File: src/rtl/apb_bridge_pkg.sv
// Shared types and defaults for the AHB-to-APB bridge controller.
// Bridge build option: APB_BACK2BACK_EN (accept the next transfer in RESP).
package apb_bridge_pkg;

    typedef enum logic [1:0] {
        IDLE   = 2'd0,
        SETUP  = 2'd1,
        ENABLE = 2'd2,
        RESP   = 2'd3
    } apb_state_e;

    localparam int          NUM_SLAVES     = 4;
    localparam logic [31:0] DEF_BASE_ADDR  = 32'h8000_0000;
    localparam int          DEF_REGION_LSB = 26;

    function automatic logic [NUM_SLAVES-1:0] slave_onehot(input logic [1:0] idx);
        slave_onehot = {{(NUM_SLAVES-1){1'b0}}, 1'b1} << idx;
    endfunction

endpackage

File: src/rtl/apb_addr_decode.sv
// Combinational slave decode: window hit flag and one-hot select for the
// four 2^REGION_LSB-byte slave regions that start at BASE_ADDR.
module apb_addr_decode
    import apb_bridge_pkg::*;
#(
    parameter int                ADDR_W     = 32,
    parameter logic [ADDR_W-1:0] BASE_ADDR  = DEF_BASE_ADDR,
    parameter int                REGION_LSB = DEF_REGION_LSB
) (
    input  logic [ADDR_W-1:0]     i_addr,
    output logic                  o_in_range,
    output logic [NUM_SLAVES-1:0] o_sel
);

    // Everything above the 2-bit slave index must match the window base.
    assign o_in_range = (i_addr[ADDR_W-1:REGION_LSB+2] == BASE_ADDR[ADDR_W-1:REGION_LSB+2]);
    assign o_sel      = slave_onehot(i_addr[REGION_LSB+1:REGION_LSB]);

endmodule

File: src/rtl/apb_bridge_ctrl.sv
// APB2 master stage of the AHB-to-APB bridge: one transfer at a time,
// SETUP + ENABLE per access. Build option: APB_BACK2BACK_EN.
module apb_bridge_ctrl
    import apb_bridge_pkg::*;
#(
    parameter int                ADDR_W     = 32,
    parameter int                DATA_W     = 32,
    parameter logic [ADDR_W-1:0] BASE_ADDR  = DEF_BASE_ADDR,
    parameter int                REGION_LSB = DEF_REGION_LSB
) (
    input  logic                  clock,
    input  logic                  reset,
    // Request side: a transfer moves when req_valid && req_ready at a rising
    // edge; the requester holds its fields stable until then. The response
    // is a one-cycle rsp_valid pulse with no backpressure.
    input  logic                  req_valid,
    output logic                  req_ready,
    input  logic [ADDR_W-1:0]     req_addr,
    input  logic                  req_write,
    input  logic [DATA_W-1:0]     req_wdata,
    output logic                  rsp_valid,
    output logic [DATA_W-1:0]     rsp_rdata,
    output logic                  rsp_err,
    output logic [ADDR_W-1:0]     Paddr,
    output logic [DATA_W-1:0]     Pwdata,
    output logic                  Pwrite,
    output logic [NUM_SLAVES-1:0] Pselx,
    output logic                  Penable,
    input  logic [DATA_W-1:0]     Prdata,
    output apb_state_e            dbg_state
);

    apb_state_e            r_state;
    apb_state_e            w_state_nxt;
    logic                  r_live;
    logic                  w_in_range;
    logic [NUM_SLAVES-1:0] w_sel;
    logic                  w_can_accept;
    logic                  w_accept;

    logic [ADDR_W-1:0]     r_paddr;
    logic [DATA_W-1:0]     r_pwdata;
    logic                  r_pwrite;
    logic [NUM_SLAVES-1:0] r_psel;
    logic                  r_penable;
    logic                  r_rsp_valid;
    logic [DATA_W-1:0]     r_rsp_rdata;
    logic                  r_rsp_err;

    apb_addr_decode #(
        .ADDR_W     (ADDR_W),
        .BASE_ADDR  (BASE_ADDR),
        .REGION_LSB (REGION_LSB)
    ) u_decode (
        .i_addr     (req_addr),
        .o_in_range (w_in_range),
        .o_sel      (w_sel)
    );

    always_ff @(posedge clock or posedge reset) begin
        if (reset) begin
            r_state <= IDLE;
        end else begin
            r_state <= w_state_nxt;
        end
    end

    always_comb begin
        w_can_accept = 1'b0;
        w_state_nxt  = r_state;
        case (r_state)
            IDLE: begin
                // r_live keeps req_ready low until the first edge after reset.
                w_can_accept = r_live;
                if (r_live && req_valid) begin
                    w_state_nxt = w_in_range ? SETUP : RESP;
                end
            end
            SETUP: begin
                w_state_nxt = ENABLE;
            end
            ENABLE: begin
                w_state_nxt = RESP;
            end
            RESP: begin
`ifdef APB_BACK2BACK_EN
                w_can_accept = 1'b1;
                if (req_valid) begin
                    w_state_nxt = w_in_range ? SETUP : RESP;
                end else begin
                    w_state_nxt = IDLE;
                end
`else
                w_state_nxt = IDLE;
`endif
            end
            default: begin
                w_state_nxt = IDLE;
            end
        endcase
    end

    assign w_accept = w_can_accept && req_valid;

    always_ff @(posedge clock or posedge reset) begin
        if (reset) begin
            r_live      <= 1'b0;
            r_paddr     <= '0;
            r_pwdata    <= '0;
            r_pwrite    <= 1'b0;
            r_psel      <= '0;
            r_penable   <= 1'b0;
            r_rsp_valid <= 1'b0;
            r_rsp_rdata <= '0;
            r_rsp_err   <= 1'b0;
        end else begin
            r_live <= 1'b1;
            // Address phase fields hold between transfers; only the strobes drop.
            if (w_accept) begin
                r_paddr  <= req_addr;
                r_pwrite <= req_write;
                r_pwdata <= req_wdata;
            end
            if (w_state_nxt == SETUP) begin
                r_psel <= w_sel;
            end else if (w_state_nxt != ENABLE) begin
                r_psel <= '0;
            end
            r_penable   <= (w_state_nxt == ENABLE);
            r_rsp_valid <= (w_state_nxt == RESP);
            r_rsp_err   <= w_accept && !w_in_range;
            r_rsp_rdata <= (r_state == ENABLE && !r_pwrite) ? Prdata : '0;
        end
    end

    assign req_ready = w_can_accept;
    assign rsp_valid = r_rsp_valid;
    assign rsp_rdata = r_rsp_rdata;
    assign rsp_err   = r_rsp_err;
    assign Paddr     = r_paddr;
    assign Pwdata    = r_pwdata;
    assign Pwrite    = r_pwrite;
    assign Pselx     = r_psel;
    assign Penable   = r_penable;
    assign dbg_state = r_state;

endmodule

File: config.mk
export PLATFORM = sky130hd
export DESIGN_NAME = apb_bridge_ctrl
export DESIGN_NICKNAME = d
export VERILOG_FILES = /design/src/rtl/apb_bridge_pkg.sv /design/src/rtl/apb_addr_decode.sv /design/src/rtl/apb_bridge_ctrl.sv
export SDC_FILE = /design/constraint.sdc
export NUM_CORES = 1
export LEC_CHECK = 0
export BUFFER_PORTS_ARGS = -buffer_cell sky130_fd_sc_hd__buf_4
export CAP_MARGIN = 20
export CORE_MARGIN = 4
export CORE_UTILIZATION = 28
export CTS_CLUSTER_DIAMETER = 100
export DETAILED_ROUTE_END_ITERATION = 10
export PLACE_DENSITY_LB_ADDON = 0.25
export SKIP_CTS_REPAIR_TIMING = 1
export SYNTH_ARGS = -nofsm -noshare
export SYNTH_HDL_FRONTEND = slang
export SYNTH_SLANG_ARGS = --single-unit
File: constraint.sdc
create_clock -name clock -period 5.25 [get_ports clock]
set_clock_uncertainty 0.2 [all_clocks]
set_input_delay 1.575 -clock clock [delete_from_list [all_inputs] [get_ports clock]]
set_output_delay 1.575 -clock clock [all_outputs]
set_load 0.005 [all_outputs]
* Word level (Yosys, flattened, before mapping)
Index checks and enable logic that the tools add are counted.
Storage, ports and cells: logic and storage cells 34, bits in registers 107, input port bits 100
Cells by class: muxes and demuxes 7, reduce and logical (&&, ||, !) cells 8, shifts and indexed selects 1, equality and inequality tests 8
Operators with widths (number):
- $mux 32 | 1
- $eq 2x2->1 const B | 4
- $mux 4 | 2
- $pmux 2 s4 | 1
- $eq 2x1->1 const B | 2
- $eq 4x4->1 const B | 1
- $logic_and 1x1->1 | 4
- $mux 2 | 2
- $shl 1x2->4 const A | 1
- $logic_not 1->1 | 2
- $logic_not 2->1 | 1
- $ne 2x2->1 const B | 1
- $reduce_bool 2->1 | 1
- $mux 1 | 1

* Depth between registers and ports, before layout
Gate-level depths: netlist of run 1.
word-level depth 7, gate-level depth with buffers 6, mapped depth without buffers 5

* Modules after synthesis
Synthesis of run 1 repeated with hierarchy kept, for this count alone.
Unflattened totals: cells, all modules 259, area total of the unflattened synthesis 4122.7 µm²
Modules (own cells, without submodules):
- apb_bridge_ctrl | instances 1, seq. area each 2677.6 µm², cells an instance 254, area each 4085.2 µm²
- apb_addr_decode | instances 1, seq. area each 0.0 µm², cells an instance 5, area each 37.5 µm²

* Least setup slack after synthesis of run 1
OpenSTA, ideal clock, no wires.
kind in2reg, start point input req_addr[28], end point register r_psel[2] (netlist: Pselx[2]), stages on the path 3, arrival 2.335 ns, setup time 0.110 ns, buffers on the path 0, slack 2.605 ns, path through nor4b_4 > o221ai_2 > o41ai_1
Between the ends: cells in the longest elaborated chain, start to end 6
RTL lines:
- start: declaration | line apb_bridge_ctrl.sv:18 | input logic [ADDR_W-1:0] req_addr,
- $eq 4x4->1 (*) | line apb_addr_decode.sv:16 | assign o_in_range = (i_addr[ADDR_W-1:REGION_LSB+2] == BASE_ADDR[ADDR_W-1:REGION_LSB+2]);
- $mux 2 (*) | line apb_bridge_ctrl.sv:76 | w_state_nxt = w_in_range ? SETUP : RESP;
- $mux 2 (*) | line apb_bridge_ctrl.sv:75 | if (r_live && req_valid) begin
- $pmux 2 s4 (*) | line apb_bridge_ctrl.sv:71 | case (r_state)
- named net w_state_nxt[1] | line apb_bridge_ctrl.sv:34 | apb_state_e w_state_nxt;
- $eq 2x1->1 or $ne 2x2->1 (tied branches) | line apb_bridge_ctrl.sv:124, apb_bridge_ctrl.sv:126
- $mux 4 or $reduce_bool 2->1 (tied branches)
- end signal: assignment | line apb_bridge_ctrl.sv:125 | r_psel <= w_sel;
- end: declaration | line apb_bridge_ctrl.sv:44 | logic [NUM_SLAVES-1:0] r_psel;
The timed path passes the listed nets; every way through them passes the cells marked *. A chain may end at the register's enable or synchronous reset.

* Worst setup path after layout of run 1
start point register r_state[1] (netlist: dbg_state[1]), end point output req_ready
Between the ends: cells in the longest elaborated chain, start to end 2
RTL lines:
- start: declaration | line apb_bridge_ctrl.sv:33 | apb_state_e r_state;
- start signal: assignment | line apb_bridge_ctrl.sv:64 | r_state <= w_state_nxt;
- $logic_not 2->1 | line apb_bridge_ctrl.sv:71
- $mux 1 | line apb_bridge_ctrl.sv:71
- end: declaration | line apb_bridge_ctrl.sv:17 | output logic req_ready,
No other way between the ends.

==> impl_metrics.py, run 1 <==
metrics = {
    "placement": {
        "portBuffers": 206,
        "dp_hpwl_um": 7060,
        "routabilityCongestion": 0.733,
        "dpl-instance-area_um2": 5650,
        "pre_cts_ws_ps": 1740,
        "placed_cells": 626,
    },
    "drt": {
        "drt-initial-drc-count": 63,
        "avgViaCountPerCell": 4.14,
        "dr_total_vias": 2661,
        "wl_met2_um": 4900,
        "drc_errors": 0,
        "route.met3.wl_um": 860,
        "wirelength_met1_um": 3480,
        "wl_per_cell_um": 14.7,
        "routed_wirelength_um": 9450,
        "final_antenna_net_count": 0,
        "dr.max_layer_used": "met4",
        "drtPass1Iterations": 4,
    },
    "hold_path": {
        "worstHoldStart": "Pselx[0]$_DFFE_PP0P_",
        "whs_endpoint": "Pselx[0]$_DFFE_PP0P_",
        "holdCritPathClass": "flip-flop to flip-flop",
        "whs_path_depth": 2,
    },
    "global_routing": {
        "grt_pass1_wl_um": 14900,
        "grt_pass1_vias": 2920,
        "antenna_found_initial": 0,
        "grtUsageTotal": 0.119,
        "grt_max_degree": 84,
        "grt_overflow": 0,
    },
    "die": {
        "start_util": 0.284,
        "dieArea_um2": 16000,
        "core_um2": 13800,
        "rows": 43,
        "die_h_um": 126,
        "die_w_um": 126,
        "ios": 207,
    },
    "layout": {
        "final_common_cell": "buf_4",
        "design_area_um2": 5990,
        "insertedDiodeCount": 0,
        "nFillCells": 1289,
        "fin_cells": 643,
        "final_nets": 562,
        "area_growth_pct": 52.6,
        "final_cell_mix": "buf_4, dfrtp_1, mux2_2",
        "final_layout_size_suffix_gt1_frac": 0.633,
    },
    "clocking": {
        "cts_max_path_buffers": 2,
        "htree_levels": 3,
        "cts_made_buffers": 9,
        "clock_sinks": 107,
        "clk_latency_ps": 350,
        "cts_tree": "yes",
        "clkTransAtPathRegs_ps": 70,
        "cts_root_buf": "clkbuf_16",
    },
    "timing": {
        "fin_crit_sh": 0.622,
        "hold_viol": 0,
        "final-max-slew-violation-count": 0,
        "slew_headroom": 0.373,
        "fin_crit_ps": 3270,
        "rsz0062_at_grt": "false",
        "fin_tns_setup_ps": 0,
        "worst_slack_ps": 1980,
        "timing.fmax_ghz": 0.306,
        "worst_pin_slew_ps": 941,
        "setup_viol": 0,
    },
    "yosys": {
        "mappedNetlistArea_um2": 3930,
        "synth_seq_cells": 107,
        "avgSynthCellArea_um2": 15.8,
        "syn_inst": 249,
        "synth_cell_types": 22,
        "yosysWarnings": 0,
        "ys_seq_area_frac": 0.682,
        "syn-num-nets": 353,
    },
    "setup_path": {
        "timing.rr.end": "Pselx[1]$_DFFE_PP0P_",
        "required_ps": 3480,
        "reg2regPathDepth": 5,
        "cp_max_fo": 6,
        "startpoint_type": "flip-flop",
        "rr_startpoint": "dbg_state[1]$_DFF_PP0_",
        "crit_path_end_kind": "output pin",
        "arrival_ps": 1490,
        "r2r_slack_ps": 2590,
        "crit_type": "flip-flop to output pin",
    },
    "power_and_ir_drop": {
        "leakage_nw": 3.01,
        "ir_drop_mv": 0.153,
        "power_density_nw_per_um2": 530,
        "total_power_w": 0.00317,
    },
    "run_status": {
        "status": "finished clean",
    },
    "flow_run": {
        "maxCapViolCount": 0,
    },
}
-- report_power, final --
group	total (W)	internal, W	switching (W)	leakage (nW)
combinational	0.00113	0.000727	0.000404	1.53
clock	0.000723	0.000418	0.000305	0.141
sequential	0.00132	0.00116	0.000162	1.34
total	0.00317	0.00230	0.000871	3.01
-- through the flow --
stage | util | hold WS (ps)
after floorplan | - | 267
after global placement | 0.408 | 276
after detailed placement | 0.408 | 274
after CTS | 0.431 | 292
after global routing | 0.433 | 323
final | 0.433 | 288
-- sequential cells by signal, indices dropped and copies added, names as in the netlist --
register	count
rsp_valid	1
Paddr	32
Pselx	4
Penable	1
Pwdata	32
Pwrite	1
r_live	1
rsp_rdata	32
dbg_state	2
rsp_err	1
-- critical path: stages (launching register included) --
cell,delay (ps)
dfrtp_1,420
inv_1,120
ha_1,320
and2_1,180
buf_4,110
-- metal layers --
layer	global-route usage	up-vias
met3	0.0392	12
met5	0	-
li1	-	1248
met2	0.203	107
met4	0.0644	0
met1	0.131	1294
-- cell usage after synthesis --
cell type	count	area [µm²]
dfrtp_1	107	2680
mux2_2	65	732
and2_1	34	213
nand2_1	7	26.3
buf_6	4	45.0
ha_1	4	50.1
inv_1	4	15.0
clkbuf_1	3	11.3
nand2b_1	3	18.8
buf_2	2	10.0
nor2_1	2	7.51
nor2b_1	2	12.5
o31ai_1	2	15.0
o41ai_1	2	17.5
buf_1	1	3.75
buf_4	1	7.51
conb_1	1	3.75
nand3_2	1	10.0
nor4b_4	1	23.8
o221ai_2	1	15.0
o22ai_1	1	6.26
or3_1	1	6.26
-- layout make-up --
| cell class | count | area, µm² | area share |
|---|---|---|---|
| Clock buffer | 10 | 229 | 0.0382 |
| Clock inverter | 6 | 90.1 | 0.0150 |
| Inverter | 4 | 17.5 | 0.00292 |
| Multi-Input combinational cell | 127 | 1160 | 0.194 |
| Sequential cell | 107 | 2680 | 0.447 |
| Tap cell | 180 | 225 | 0.0376 |
| Timing Repair Buffer | 209 | 1590 | 0.265 |
-- worst max path at each step --
stage	start	end	slack [ps]
global route	dbg_state[1]$_DFF_PP0_	req_ready	1870
floorplan	reset	Paddr[0]$_DFFE_PP0P_	660
detailed placement	req_valid	Pselx[1]$_DFFE_PP0P_	1740
CTS	dbg_state[1]$_DFF_PP0_	req_ready	1930
finish	dbg_state[1]$_DFF_PP0_	req_ready	1980
global placement	req_valid	Pselx[0]$_DFFE_PP0P_	1760
-- cell families after synthesis --
group,count (synthesis),synth area share
AO/OA/AOI/OAI,6,0.0137
adder cells (fa/ha/maj),4,0.0127
buffers and inverters,15,0.0236
flip-flops,107,0.682
multiplexers,65,0.186
other,1,0.000955
AND/OR/NAND/NOR,51,0.0809
Note: power is estimated with default switching activity, not from simulation.
==> run 2: changes to the inputs <==
==> constraint.sdc (replaced) <==
create_clock -name clock -period 3.25 [get_ports clock]
set_clock_uncertainty 0.2 [all_clocks]
set_input_delay 0.975 -clock clock [delete_from_list [all_inputs] [get_ports clock]]
set_output_delay 0.975 -clock clock [all_outputs]
set_load 0.005 [all_outputs]
==> run 2 against run 1 <==
  * Utilization up 0.072 points
  * First-iteration DRC count down 54%
  * Largest power group unchanged
  * Via count up 1.4%
  * Critical endpoint unchanged
  * Global-route usage up 0.13 points
  * Non-clock buffer count up 2
  * Clock power up 56%
  * Critical path depth unchanged
  * Worst hold slack better by 2.1 ps
==> impl_metrics.py, run 2 (same netlist as run 1, synthesis figures left out) <==
metrics = {
    "drt": {
        "final_antenna_net_count": 0,
        "drt-initial-drc-count": 29,
        "dr_total_vias": 2697,
        "wl_per_cell_um": 14.9,
        "drtPass1Iterations": 4,
        "avgViaCountPerCell": 4.19,
        "routed_wirelength_um": 9570,
        "drc_errors": 0,
    },
    "layout": {
        "final_nets": 564,
        "final_common_cell": "buf_4",
        "design_area_um2": 6000,
        "seqCellArea_um2": 2680,
        "nFillCells": 1310,
        "final_layout_size_suffix_gt1_frac": 0.634,
        "final_cell_mix": "buf_4, dfrtp_1, mux2_2",
        "multi_input_area_um2": 1160,
        "insertedDiodeCount": 0,
        "area_growth_pct": 52.9,
    },
    "timing": {
        "fin_crit_ps": 2650,
        "hold-worst-slack_ps": 290,
        "fin_tns_setup_ps": 0,
        "worst_slack_ps": 596,
        "rsz0062_at_grt": "false",
        "hold_viol": 0,
        "setup_viol": 0,
        "final-max-slew-violation-count": 0,
        "timing.fmax_ghz": 0.377,
        "slew_headroom": 0.649,
        "worst_pin_slew_ps": 527,
        "fin_crit_sh": 0.817,
    },
    "setup_path": {
        "crit_path_end_kind": "output pin",
        "startpoint_type": "flip-flop",
        "arrival_ps": 1480,
        "cp_max_fo": 6,
        "crit_type": "flip-flop to output pin",
        "required_ps": 2070,
    },
    "placement": {
        "dp_hpwl_um": 7330,
        "dpl-instance-area_um2": 5700,
        "portBuffers": 206,
        "pre_cts_ws_ps": 795,
        "routabilityCongestion": 0.771,
    },
    "die": {
        "core_um2": 13800,
        "die_h_um": 126,
        "rows": 43,
        "die_w_um": 126,
        "start_util": 0.284,
        "dieArea_um2": 16000,
        "ios": 207,
    },
    "flow_run": {
        "maxCapViolCount": 0,
    },
    "power_and_ir_drop": {
        "total_power_w": 0.00511,
        "p_seq_frac": 0.419,
        "switching_share": 0.272,
        "ir_drop_mv": 0.350,
        "power_density_nw_per_um2": 851,
        "p_sw_w": 0.00139,
        "leakage_nw": 3.03,
        "pwr-share-clk": 0.221,
        "comb_power_share": 0.360,
        "p_int_w": 0.00372,
    },
    "clocking": {
        "clock_sinks": 107,
        "cts_tree": "yes",
        "cts_made_buffers": 9,
        "cts_max_path_buffers": 2,
        "clkTransAtPathRegs_ps": 70,
        "cts_root_buf": "clkbuf_16",
        "htree_levels": 3,
        "clk_latency_ps": 340,
    },
    "global_routing": {
        "antenna_found_initial": 0,
        "grtUsageTotal": 0.120,
        "grt_pass1_wl_um": 15000,
        "grt_max_degree": 45,
        "grt_pass1_vias": 2844,
        "grt_overflow": 0,
    },
    "hold_path": {
        "holdCritPathClass": "flip-flop to flip-flop",
    },
    "run_status": {
        "status": "finished clean",
    },
}
run 2: critical path: stages (launching register included):
cell and delay (ps):
dfrtp_1 420, inv_1 120, ha_1 320, and2_1 170
buf_4 100
run 2: cell type report:
cell class              count  share of cell area
inverters                   4             0.00313
repair buffers            211               0.268
flip-flops and latches    107               0.446
multi-input cells         127               0.194
clock buffers              10              0.0381
clock inverters             5              0.0131
well taps                 180              0.0375
run 2: final timing paths:
check | start | to | slack (ps) | cells past startpoint
setup / recovery | dbg_state[1]$_DFF_PP0_ | req_ready | 600 | 4
hold / removal | Pselx[2]$_DFFE_PP0P_ | Pselx[2]$_DFFE_PP0P_ | 290 | 2
setup reg to reg | dbg_state[1]$_DFF_PP0_ | Pwdata[15]$_DFFE_PP0P_ | 1010 | 5
hold reg to reg | Pselx[2]$_DFFE_PP0P_ | Pselx[2]$_DFFE_PP0P_ | 290 | 2
max in group asynchronous | reset | Paddr[3]$_DFFE_PP0P_ | 1790 | 3
min in group asynchronous | reset | rsp_rdata[17]$_DFF_PP0_ | 390 | 2
run 2: metal layers:
layer | vias up | routed length (µm) | global-route usage
met2 | 132 | 4790 | 0.200
li1 | 1246 | - | -
met5 | - | 0 | 0
met4 | 0 | 237 | 0.0543
met3 | 14 | 1150 | 0.0644
met1 | 1305 | 3380 | 0.126
run 2: per-stage QoR:
| stage | utilization | std cells |
|---|---|---|
| detailed placement | 0.412 | 629 |
| floorplan | - | 249 |
| CTS | 0.434 | 644 |
| global route | 0.434 | 644 |
| finish | 0.434 | 644 |
| global placement | 0.412 | 629 |
run 2: power by group through the flow:
stage / Sequential, W / Combinational [W] / Clock, W
2_1_floorplan: 0.00218 / 0.000716 / 0
3_3_place_gp: 0.00216 / 0.00186 / 0
3_5_place_dp: 0.00217 / 0.00190 / 0
4_1_cts: 0.00214 / 0.00190 / 0.00119
5_1_grt: 0.00221 / 0.00203 / 0.00123
6_report: 0.00214 / 0.00184 / 0.00113
